**src/rtl/mdio_pkg.sv**
```systemverilog
// Shared types for the Clause-45 MDIO transaction sequencer:
// cop codes, FSM states, request bundle and engine frame bundle.
package mdio_pkg;

    localparam logic [1:0] COP_ADDR  = 2'b00;
    localparam logic [1:0] COP_WR    = 2'b01;
    localparam logic [1:0] COP_RDINC = 2'b10;
    localparam logic [1:0] COP_RD    = 2'b11;

    typedef enum logic [2:0] {
        S_IDLE,
        S_ADDR_RUN,
        S_ADDR_WAIT,
        S_GAP,
        S_DATA_RUN,
        S_DATA_WAIT,
        S_RESP
    } state_t;

    typedef struct packed {
        logic [1:0]  op;
        logic [4:0]  phy;
        logic [4:0]  dev;
        logic [15:0] regad;
        logic [15:0] wdata;
    } req_t;

    typedef struct packed {
        logic [1:0]  cop;
        logic [4:0]  phy;
        logic [4:0]  dev;
        logic [15:0] data;
    } frame_t;

    function automatic frame_t addr_frame(req_t r);
        frame_t f;
        f.cop  = COP_ADDR;
        f.phy  = r.phy;
        f.dev  = r.dev;
        f.data = r.regad;
        return f;
    endfunction

    function automatic frame_t data_frame(req_t r);
        frame_t f;
        f.cop  = r.op;
        f.phy  = r.phy;
        f.dev  = r.dev;
        f.data = (r.op == COP_WR) ? r.wdata : 16'h0000;
        return f;
    endfunction

    function automatic logic needs_addr(logic [1:0] op, logic hit);
        return (op == COP_ADDR) ||
               (((op == COP_WR) || (op == COP_RD)) && !hit);
    endfunction

endpackage

```
**src/rtl/mdio_addr_cache.sv**
```systemverilog
// Last-address cache for the MDIO sequencer: lookup, load,
// read-increment tracking and flush.
module mdio_addr_cache (
    input  logic        clk_i,
    input  logic        rst_i,
    input  logic        flush,
    input  logic        load,
    input  logic        incr,
    input  logic [4:0]  key_phy,
    input  logic [4:0]  key_dev,
    input  logic [15:0] key_reg,
    input  logic [4:0]  upd_phy,
    input  logic [4:0]  upd_dev,
    input  logic [15:0] upd_reg,
    output logic        hit
);

    logic        valid;
    logic [4:0]  c_phy;
    logic [4:0]  c_dev;
    logic [15:0] c_reg;

    assign hit = valid &&
                 (c_phy == key_phy) &&
                 (c_dev == key_dev) &&
                 (c_reg == key_reg);

    // A read-increment only keeps the entry if it hit the same PHY/device.
    always_ff @(posedge clk_i) begin
        if (rst_i) begin
            valid <= 1'b0;
            c_phy <= '0;
            c_dev <= '0;
            c_reg <= '0;
        end else if (flush) begin
            valid <= 1'b0;
        end else if (load) begin
            valid <= 1'b1;
            c_phy <= upd_phy;
            c_dev <= upd_dev;
            c_reg <= upd_reg;
        end else if (incr) begin
            if (valid && (c_phy == upd_phy) && (c_dev == upd_dev)) begin
                c_reg <= c_reg + 16'd1;
            end else begin
                valid <= 1'b0;
            end
        end
    end

endmodule

```
**src/rtl/mdio_c45_seq.sv**
```systemverilog
// Clause-45 sequencer: turns one register request into address and
// data frames for the MDIO engine and returns the read data.
module mdio_c45_seq
    import mdio_pkg::*;
#(
    parameter int GAP_CYCLES    = 4,
    parameter bit ADDR_CACHE_EN = 1'b1
) (
    input  logic        clk_i,
    input  logic        rst_i,
    input  logic        req_valid_i,
    output logic        req_ready_o,
    input  logic [1:0]  req_op_i,
    input  logic [4:0]  req_phy_i,
    input  logic [4:0]  req_dev_i,
    input  logic [15:0] req_reg_i,
    input  logic [15:0] req_wdata_i,
    output logic        rsp_valid_o,
    input  logic        rsp_ready_i,
    output logic [15:0] rsp_rdata_o,
    output logic        eng_run_o,
    output logic [1:0]  eng_cop_o,
    output logic [4:0]  eng_phy_o,
    output logic [4:0]  eng_dev_o,
    output logic [15:0] eng_data_o,
    input  logic        eng_busy_i,
    input  logic [15:0] eng_data_i,
    input  logic        cache_flush_i
);

    localparam int GAP_W = (GAP_CYCLES > 1) ? $clog2(GAP_CYCLES) : 1;
    localparam logic [GAP_W-1:0] GAP_LAST = GAP_W'(GAP_CYCLES - 1);

    state_t           state;
    req_t             req;
    req_t             req_in;
    frame_t           frm;
    logic             busy_seen;
    logic [GAP_W-1:0] gap_cnt;
    logic             cache_hit;
    logic             hit;
    logic             need_addr;
    logic             busy_fell;
    logic             cache_load;
    logic             cache_incr;

    assign req_in.op    = req_op_i;
    assign req_in.phy   = req_phy_i;
    assign req_in.dev   = req_dev_i;
    assign req_in.regad = req_reg_i;
    assign req_in.wdata = req_wdata_i;

    // A flush in the accept cycle overrides the hit.
    assign hit        = ADDR_CACHE_EN && cache_hit && !cache_flush_i;
    assign need_addr  = needs_addr(req_op_i, hit);
    assign busy_fell  = busy_seen && !eng_busy_i;
    assign cache_load = (state == S_ADDR_WAIT) && busy_fell;
    assign cache_incr = (state == S_DATA_WAIT) && busy_fell &&
                        (req.op == COP_RDINC);

    assign eng_cop_o  = frm.cop;
    assign eng_phy_o  = frm.phy;
    assign eng_dev_o  = frm.dev;
    assign eng_data_o = frm.data;

    mdio_addr_cache u_cache (
        .clk_i   (clk_i),
        .rst_i   (rst_i),
        .flush   (cache_flush_i),
        .load    (cache_load),
        .incr    (cache_incr),
        .key_phy (req_phy_i),
        .key_dev (req_dev_i),
        .key_reg (req_reg_i),
        .upd_phy (req.phy),
        .upd_dev (req.dev),
        .upd_reg (req.regad),
        .hit     (cache_hit)
    );

    // Strobes are only issued while the engine is idle, so a frame left
    // running across a reset is never overlapped.
    always_ff @(posedge clk_i) begin
        if (rst_i) begin
            state       <= S_IDLE;
            req         <= '0;
            frm         <= '0;
            eng_run_o   <= 1'b0;
            busy_seen   <= 1'b0;
            gap_cnt     <= '0;
            req_ready_o <= 1'b0;
            rsp_valid_o <= 1'b0;
            rsp_rdata_o <= '0;
        end else begin
            unique case (state)
                S_IDLE: begin
                    req_ready_o <= 1'b1;
                    if (req_ready_o && req_valid_i) begin
                        req_ready_o <= 1'b0;
                        req         <= req_in;
                        state       <= need_addr ? S_ADDR_RUN : S_DATA_RUN;
                        if (!eng_busy_i) begin
                            eng_run_o <= 1'b1;
                            frm       <= need_addr ? addr_frame(req_in)
                                                   : data_frame(req_in);
                        end
                    end
                end
                S_ADDR_RUN, S_DATA_RUN: begin
                    if (eng_run_o) begin
                        eng_run_o <= 1'b0;
                        busy_seen <= 1'b0;
                        state     <= (state == S_ADDR_RUN) ? S_ADDR_WAIT
                                                           : S_DATA_WAIT;
                    end else if (!eng_busy_i) begin
                        eng_run_o <= 1'b1;
                        frm       <= (state == S_ADDR_RUN) ? addr_frame(req)
                                                           : data_frame(req);
                    end
                end
                S_ADDR_WAIT: begin
                    if (eng_busy_i) begin
                        busy_seen <= 1'b1;
                    end
                    if (busy_fell) begin
                        if (req.op == COP_ADDR) begin
                            state       <= S_RESP;
                            rsp_valid_o <= 1'b1;
                            rsp_rdata_o <= '0;
                        end else begin
                            state   <= S_GAP;
                            gap_cnt <= '0;
                        end
                    end
                end
                S_GAP: begin
                    if (gap_cnt == GAP_LAST) begin
                        state <= S_DATA_RUN;
                        if (!eng_busy_i) begin
                            eng_run_o <= 1'b1;
                            frm       <= data_frame(req);
                        end
                    end else begin
                        gap_cnt <= gap_cnt + 1'b1;
                    end
                end
                S_DATA_WAIT: begin
                    if (eng_busy_i) begin
                        busy_seen <= 1'b1;
                    end
                    if (busy_fell) begin
                        state       <= S_RESP;
                        rsp_valid_o <= 1'b1;
                        rsp_rdata_o <= req.op[1] ? eng_data_i : 16'h0000;
                    end
                end
                S_RESP: begin
                    if (rsp_ready_i) begin
                        rsp_valid_o <= 1'b0;
                        req_ready_o <= 1'b1;
                        state       <= S_IDLE;
                    end
                end
                default: begin
                    state <= S_IDLE;
                end
            endcase
        end
    end

endmodule
```
**config.mk**
```make
export PLATFORM = sky130hd
export DESIGN_NAME = mdio_c45_seq
export DESIGN_NICKNAME = d
export VERILOG_FILES = /design/src/rtl/mdio_pkg.sv /design/src/rtl/mdio_addr_cache.sv /design/src/rtl/mdio_c45_seq.sv
export SDC_FILE = /design/constraint.sdc
export NUM_CORES = 1
export LEC_CHECK = 0
export BUFFER_PORTS_ARGS = -buffer_cell sky130_fd_sc_hd__buf_2
export CORE_UTILIZATION = 49
export DETAILED_ROUTE_END_ITERATION = 10
export PLACE_DENSITY_LB_ADDON = 0.12
export SETUP_SLACK_MARGIN = 0.5
export SKIP_CTS_REPAIR_TIMING = 1
export SLEW_MARGIN = 20
export SYNTH_ARGS = -nofsm -noshare
export SYNTH_HDL_FRONTEND = slang
export SYNTH_SLANG_ARGS = --single-unit
```
**constraint.sdc**
```tcl
create_clock -name clk_i -period 5.8 [get_ports clk_i]
set_input_delay 0.29 -clock clk_i [delete_from_list [all_inputs] [get_ports clk_i]]
set_output_delay 0.29 -clock clk_i [all_outputs]
set_load 0.01 [all_outputs]
```
==> Word-level counts from Yosys, hierarchy flattened <==
Index checks and enable logic that the tools add are counted.
{ "totals": {"regBits": 124, "output_inout_bits": 47, "elab_cells": 150} }
{ "classes": {"add_sub_neg": 2, "n_eq_ne": 31, "mux": 53, "n_bitwise": 1, "n_reduce_logical": 43} }
{ "ops": {"columns": ["op", "n"], "rows": [
  ["28-bit 2-to-1 mux", 8],
  ["16-bit 2-to-1 mux", 9],
  ["28-bit one-hot mux with 3 select lines", 1],
  ["16-bit one-hot mux with 2 select lines", 1],
  ["3-bit 2-to-1 mux", 9],
  ["2-bit != test, second input constant", 13],
  ["5-bit equality test", 4],
  ["3-bit one-hot mux with 6 select lines", 1],
  ["16-bit by 1-bit adder with 16-bit output, second input constant", 1],
  ["16-bit equality test", 1],
  ["1-bit 2-to-1 mux", 16],
  ["1-bit logical AND", 12],
  ["2-bit nonzero test", 6],
  ["3-bit equality test, second input constant", 3],
  ["3-bit AND reduction", 3],
  ["2-bit AND reduction", 4],
  ["4-bit AND reduction", 2],
  ["7-bit AND reduction", 1],
  ["2-bit equality test, second input constant", 3],
  ["3-bit by 2-bit equality test with 1-bit output, second input constant", 2],
  ["2-bit 2-to-1 mux", 3],
  ["1-bit one-hot mux with 3 select lines", 2],
  ["6-bit AND reduction", 1],
  ["3-bit nonzero test", 2],
  ["other kinds (13)", 22]
]} }

==> Depth between registers and ports, before layout <==
{ "logic_depth": {"ltp_word": 12, "ltp_mapped": 10} }

==> Cells and area by module <==
A second synthesis with hierarchy kept.
{ "unflattened": {"hier_cells": 797, "area_unflattened_um2": 6386.1} }
{ "modules_own_cells": {"columns": ["mod", "n_inst", "cells_per_inst", "area_per_inst_um2", "seq_area_each_um2"], "rows": [
  ["mdio_c45_seq", 1, 547, 4433.0, 1941.9],
  ["mdio_addr_cache", 1, 250, 1953.1, 540.5]
]} }

==> Worst setup path after synthesis <==
OpenSTA, ideal clock, no wires.
{ "synth_path": {"path_kind": "flip-flop to flip-flop", "from": "register u_cache.c_reg[10]", "to": "register frm (netlist bit eng_data_o[14])", "setup_ps": 145, "t_arrival_ps": 1858, "path_slack_ps": 3797, "path_stages_with_launch": 10, "cell_sequence": "dfxtp_1 -> buf_6 -> xor2_1 -> nor4_2 -> nand2_1 -> or4b_1 -> buf_2 -> buf_6 -> nand3_1 -> a311oi_1"} }
{ "synth_between": {"elab_chain_cells": 10} }
{ "synth_rtl": {"columns": ["element", "line", "text"], "rows": [
  ["start: declaration", "mdio_addr_cache.sv:21", "logic [15:0] c_reg;"],
  ["start signal: assignment", "mdio_addr_cache.sv:41", "c_reg <= upd_reg;"],
  ["start signal: assignment", "mdio_addr_cache.sv:44", "c_reg <= c_reg + 16'd1;"],
  ["16-bit equality test", "mdio_addr_cache.sv:26", "(c_reg == key_reg);"],
  ["1-bit logical AND", "mdio_addr_cache.sv:25", "(c_dev == key_dev) &&"],
  ["1-bit logical AND", "mdio_c45_seq.sv:54", "assign hit = ADDR_CACHE_EN && cache_hit && !cache_flush_i;"],
  ["1-bit logical NOT", "mdio_pkg.sv:55", "(((op == COP_WR) || (op == COP_RD)) && !hit);"],
  ["1-bit logical AND", "mdio_pkg.sv:55", null],
  ["1-bit logical OR", "mdio_pkg.sv:54", "return (op == COP_ADDR) ||"],
  ["28-bit 2-to-1 mux", "mdio_c45_seq.sv:104", "frm <= need_addr ? addr_frame(req_in)"],
  ["28-bit 2-to-1 mux", "mdio_c45_seq.sv:102", "if (!eng_busy_i) begin"],
  ["28-bit 2-to-1 mux", "mdio_c45_seq.sv:98", "if (req_ready_o && req_valid_i) begin"],
  ["28-bit one-hot mux with 3 select lines", "mdio_c45_seq.sv:95", "unique case (state)"],
  ["end signal: assignment", "mdio_c45_seq.sv:104", null],
  ["end signal: assignment", "mdio_c45_seq.sv:117", "frm <= (state == S_ADDR_RUN) ? addr_frame(req)"],
  ["end signal: assignment", "mdio_c45_seq.sv:141", "frm <= data_frame(req);"],
  ["end: declaration", "mdio_c45_seq.sv:37", "frame_t frm;"]
]} }
Every way passes these cells. The select of a mux whose other input is x is not followed.
A chain may end at the register's enable or synchronous reset.

==> Final worst setup path <==
{ "layout_path": {"from": "register state[2]", "to": "register frm (netlist bit eng_data_o[7])"} }
{ "layout_between": {"elab_chain_cells": 5, "elab_cells_between_ends": 17, "cone_classes": "9 x eq/ne; 4 x mux; 4 x reduce/logical"} }
{ "layout_rtl": {"columns": ["element", "line", "text"], "rows": [
  ["start: declaration", "mdio_c45_seq.sv:34", "state_t state;"],
  ["start signal: assignment", "mdio_c45_seq.sv:101", "state <= need_addr ? S_ADDR_RUN : S_DATA_RUN;"],
  ["start signal: assignment", "mdio_c45_seq.sv:113", "state <= (state == S_ADDR_RUN) ? S_ADDR_WAIT"],
  ["3-bit by 1-bit equality test with 1-bit output", "mdio_c45_seq.sv:95, mdio_c45_seq.sv:117", null],
  ["28-bit 2-to-1 mux", "mdio_c45_seq.sv:117", null],
  ["28-bit 2-to-1 mux", "mdio_c45_seq.sv:115", "end else if (!eng_busy_i) begin"],
  ["28-bit 2-to-1 mux", "mdio_c45_seq.sv:110", "if (eng_run_o) begin"],
  ["28-bit one-hot mux with 3 select lines", "mdio_c45_seq.sv:95", null]
]} }
Several ways; a longest one is shown, not always the timed one. The select of a mux whose other input is x is not followed.

==> impl_metrics.csv <==
group,metric,value,unit
run_status,status,"complete, no violations",
synthesis,syn-instance-count,831,
synthesis,avgSynthCellArea,7.647,um^2
synthesis,ys_ff_latch,124,
finish,multi_input_area,3548,um^2
worst_setup_path,critPathMaxFanout,22,
placed_design,pre_cts_ws,2358,ps
synthesis,seq_area_frac_synth,39.06,%
drt,drt_iter0_drc,626,
clocking,clk_path_buf_depth,2,
placed_design,dp_hpwl,12830,um
timing,relSlewSlack,33.58,%
worst_hold_path,hold_path.class,"primary input to register",
power,seqPwrFrac,36.2,%
clocking,clk_latency,410,ps
global_route,grt_pass1_wl,29350,um
finish,syn2layout_area_growth,18.21,%
floorplanning,start_util,50.36,%
synthesis,yosysUniqueCellTypes,55,
timing,rsz0062_at_grt,"no",
synthesis,async_flop_share,0,%
finish,nets,971,
clocking,cts_buffers,17,
finish,diodes,0,
timing,post-route-period-util,54.22,%
global_route,grt_max_degree,86,
floorplanning,die_h,115.9,um
power,power.leakage,2.853,nW
finish,largest_reg_flops,44,
drt,wl,18870,um
drt,viasPerCell,5.813,
drt,firstDrtPassIters,5,
clocking,htreeDepth,4,
worst_setup_path,start_kind,"register",
global_route,overflow,0,
power,p_switching,1.028,mW
synthesis,synth-edff-count,0,
drt,routed.top_layer,"met4",
synthesis,synthFlopType,"dfxtp_1",
clocking,cts_sinks,124,
floorplanning,placeableCoreArea,12620,um^2
power,totalPowerFinal,3.074,mW
finish,fillCellCount,1195,
drt,vias,6319,
worst_setup_path,crit_required,6100,ps
worst_setup_path,crit_type,"register to register",
floorplanning,die-width,115.9,um
power,p_int,2.047,mW
placed_design,gp_congestion,0.8422,
worst_setup_path,crit_arrival,3440,ps
timing,drv_slew,0,
drt,wl_met2,8502,um
timing,hold_viol_final,0,
synthesis,syn-cell-area,6355,um^2
clocking,cts_tree,"built",
floorplanning,ios,113,
placed_design,port_buffers,112,
timing,holdWs,124.9,ps
worst_setup_path,crit_path_end_kind,"register",
synthesis,yosys_warnings,0,
finish,regMostFlops,"req",
finish,final_cells,1087,
clocking,path_clk_slew,50,ps
floorplanning,rows,41,
power,pwr-share-comb,28.3,%
synthesis,synth_nets,899,
global_route,antenna_found_initial,0,
timing,period_minus_slack,3145,ps
timing,finalSetupViolCount,0,
timing,worst_slew_pin_slew,993.5,ps
timing,max_freq,318.0,MHz
drt,ant_nets,0,
flow_run,max-cap-violations,0,
drt,wire_per_inst,17.36,um
power,ir_drop,327.7,uV
floorplanning,die_area,13430,um^2
drt,met3WireLength,1360,um
drt,wl_met1,8776,um
timing,clock_skew,10.34,ps
timing,setup_slack,2655,ps
clocking,cts-root-buf,"clkbuf_16",
power,pwr-share-clk,35.5,%
placed_design,place_inst,1055,
global_route,grt_use_total,28.56,%
power,swShare,33.42,%
global_route,grt_pass1_vias,5684,
finish,drive_above_1_share,17.49,%
drt,drc,0,
timing,finalSetupTns,0,ps
finish,register_area,2482,um^2
power,cellPowerDensity,409.2,nW/um^2
cell type report:
type,instances,area share (%)
clock buffer,25,6.596
clock inverter,6,1.449
inverter,7,0.3498
multi-input combinational,634,47.24
sequential,124,33.04
tap,172,2.865
timing repair buffer,119,8.461
cell families (layout without fill, tap and decap cells):
group / after synthesis / in the layout / synth area share, %
and+or+nand+nor: 358 / 358 / 26.42
muxes: 19 / 19 / 2.993
DFF: 124 / 124 / 39.06
adders and majority gates: 2 / 2 / 0.3937
xor gates and xnor gates: 36 / 36 / 4.962
buffers and inverters: 73 / 157 / 5.237
AOI/OAI and AO/OA: 219 / 219 / 20.93
power by group through the flow:
stage               sequential [mW]  clock, mW  combinational, mW
CTS                            1.11       1.10              0.849
global route                   1.13       1.14              0.963
floorplan                      1.11          0              0.593
detailed placement             1.12          0              0.846
finish                         1.11       1.09              0.871
global placement               1.12          0              0.824
per-stage QoR:
step	utilization [%]	cell area [um^2]
finish	59.53	7512
global route	59.53	7512
CTS	59.26	7478
detailed placement	54.47	6874
global placement	54.45	6872
floorplan	-	6355
worst max-delay path, stage by stage, from the launching register on:
cell      delay, ps
dfxtp_1         710
nor3b_2         810
a21oi_1         100
o32a_1          260
nor2_4          470
buf_16          240
mux2i_1         100
a311oi_1        310
worst paths after layout:
| path | start | to | slack, ps | cells past startpoint |
|---|---|---|---|---|
| worst max-delay path | state[2] | eng_data_o[7] | 2660 | 7 |
| worst min-delay path | req_wdata_i[5] | req[5] | 120 | 3 |
| worst max register to register | state[2] | eng_data_o[7] | 2660 | 7 |
| worst min register to register | rsp_rdata_o[13] | rsp_rdata_o[13] | 450 | 2 |
synth_stat cells (3+ instances only):
cell type	number	share of area (%)
o211ai_1	4	0.47
a211oi_1	4	0.47
xnor2_1	8	1.1
a311oi_1	28	3.9
o32ai_1	3	0.41
nand2b_1	8	0.79
o21bai_1	3	0.35
o221a_2	3	0.53
a31oi_1	3	0.30
or2_0	3	0.30
nand3b_1	19	2.2
inv_1	7	0.41
dfxtp_1	124	39
buf_6	5	0.89
nor2b_1	5	0.49
o21ai_0	33	2.6
nor4_1	9	0.89
o31ai_1	3	0.35
clkbuf_1	41	2.4
nor2_1	61	3.6
nand2_1	170	10
xor2_1	28	3.9
nand3_1	42	3.3
buf_1	3	0.18
mux2i_1	19	3.0
buf_2	17	1.3
a21oi_1	119	9.4
or3_1	3	0.30
and3_1	3	0.30
nand4_1	5	0.49
nor3_1	13	1.0
layout by cell type, fill, tap and decap left out, types with 5 or more instances in the layout:
cell type | synthesis | final
mux2i_1 | 19 | 19
xor2_1 | 28 | 28
a21oi_1 | 119 | 118
nor4_1 | 9 | 9
nand3_1 | 42 | 42
dfxtp_1 | 124 | 124
a311oi_1 | 28 | 28
buf_4 | 0 | 7
nand2b_1 | 8 | 8
nand4_1 | 5 | 5
nor2_1 | 61 | 61
nand3b_1 | 19 | 19
nor3_1 | 13 | 13
buf_2 | 17 | 111
clkbuf_16 | 0 | 17
o21ai_0 | 33 | 33
nand2_1 | 170 | 170
xnor2_1 | 8 | 8
inv_1 | 7 | 7
routing by layer:
layer / track usage (%) / up-vias
met1: 40.59 / 2959
met3: 5.910 / 21
met2: 43.41 / 268
met5: 0 / -
li1: - / 3071
met4: 8.547 / 0
Power figures use the tool's default switching activity.
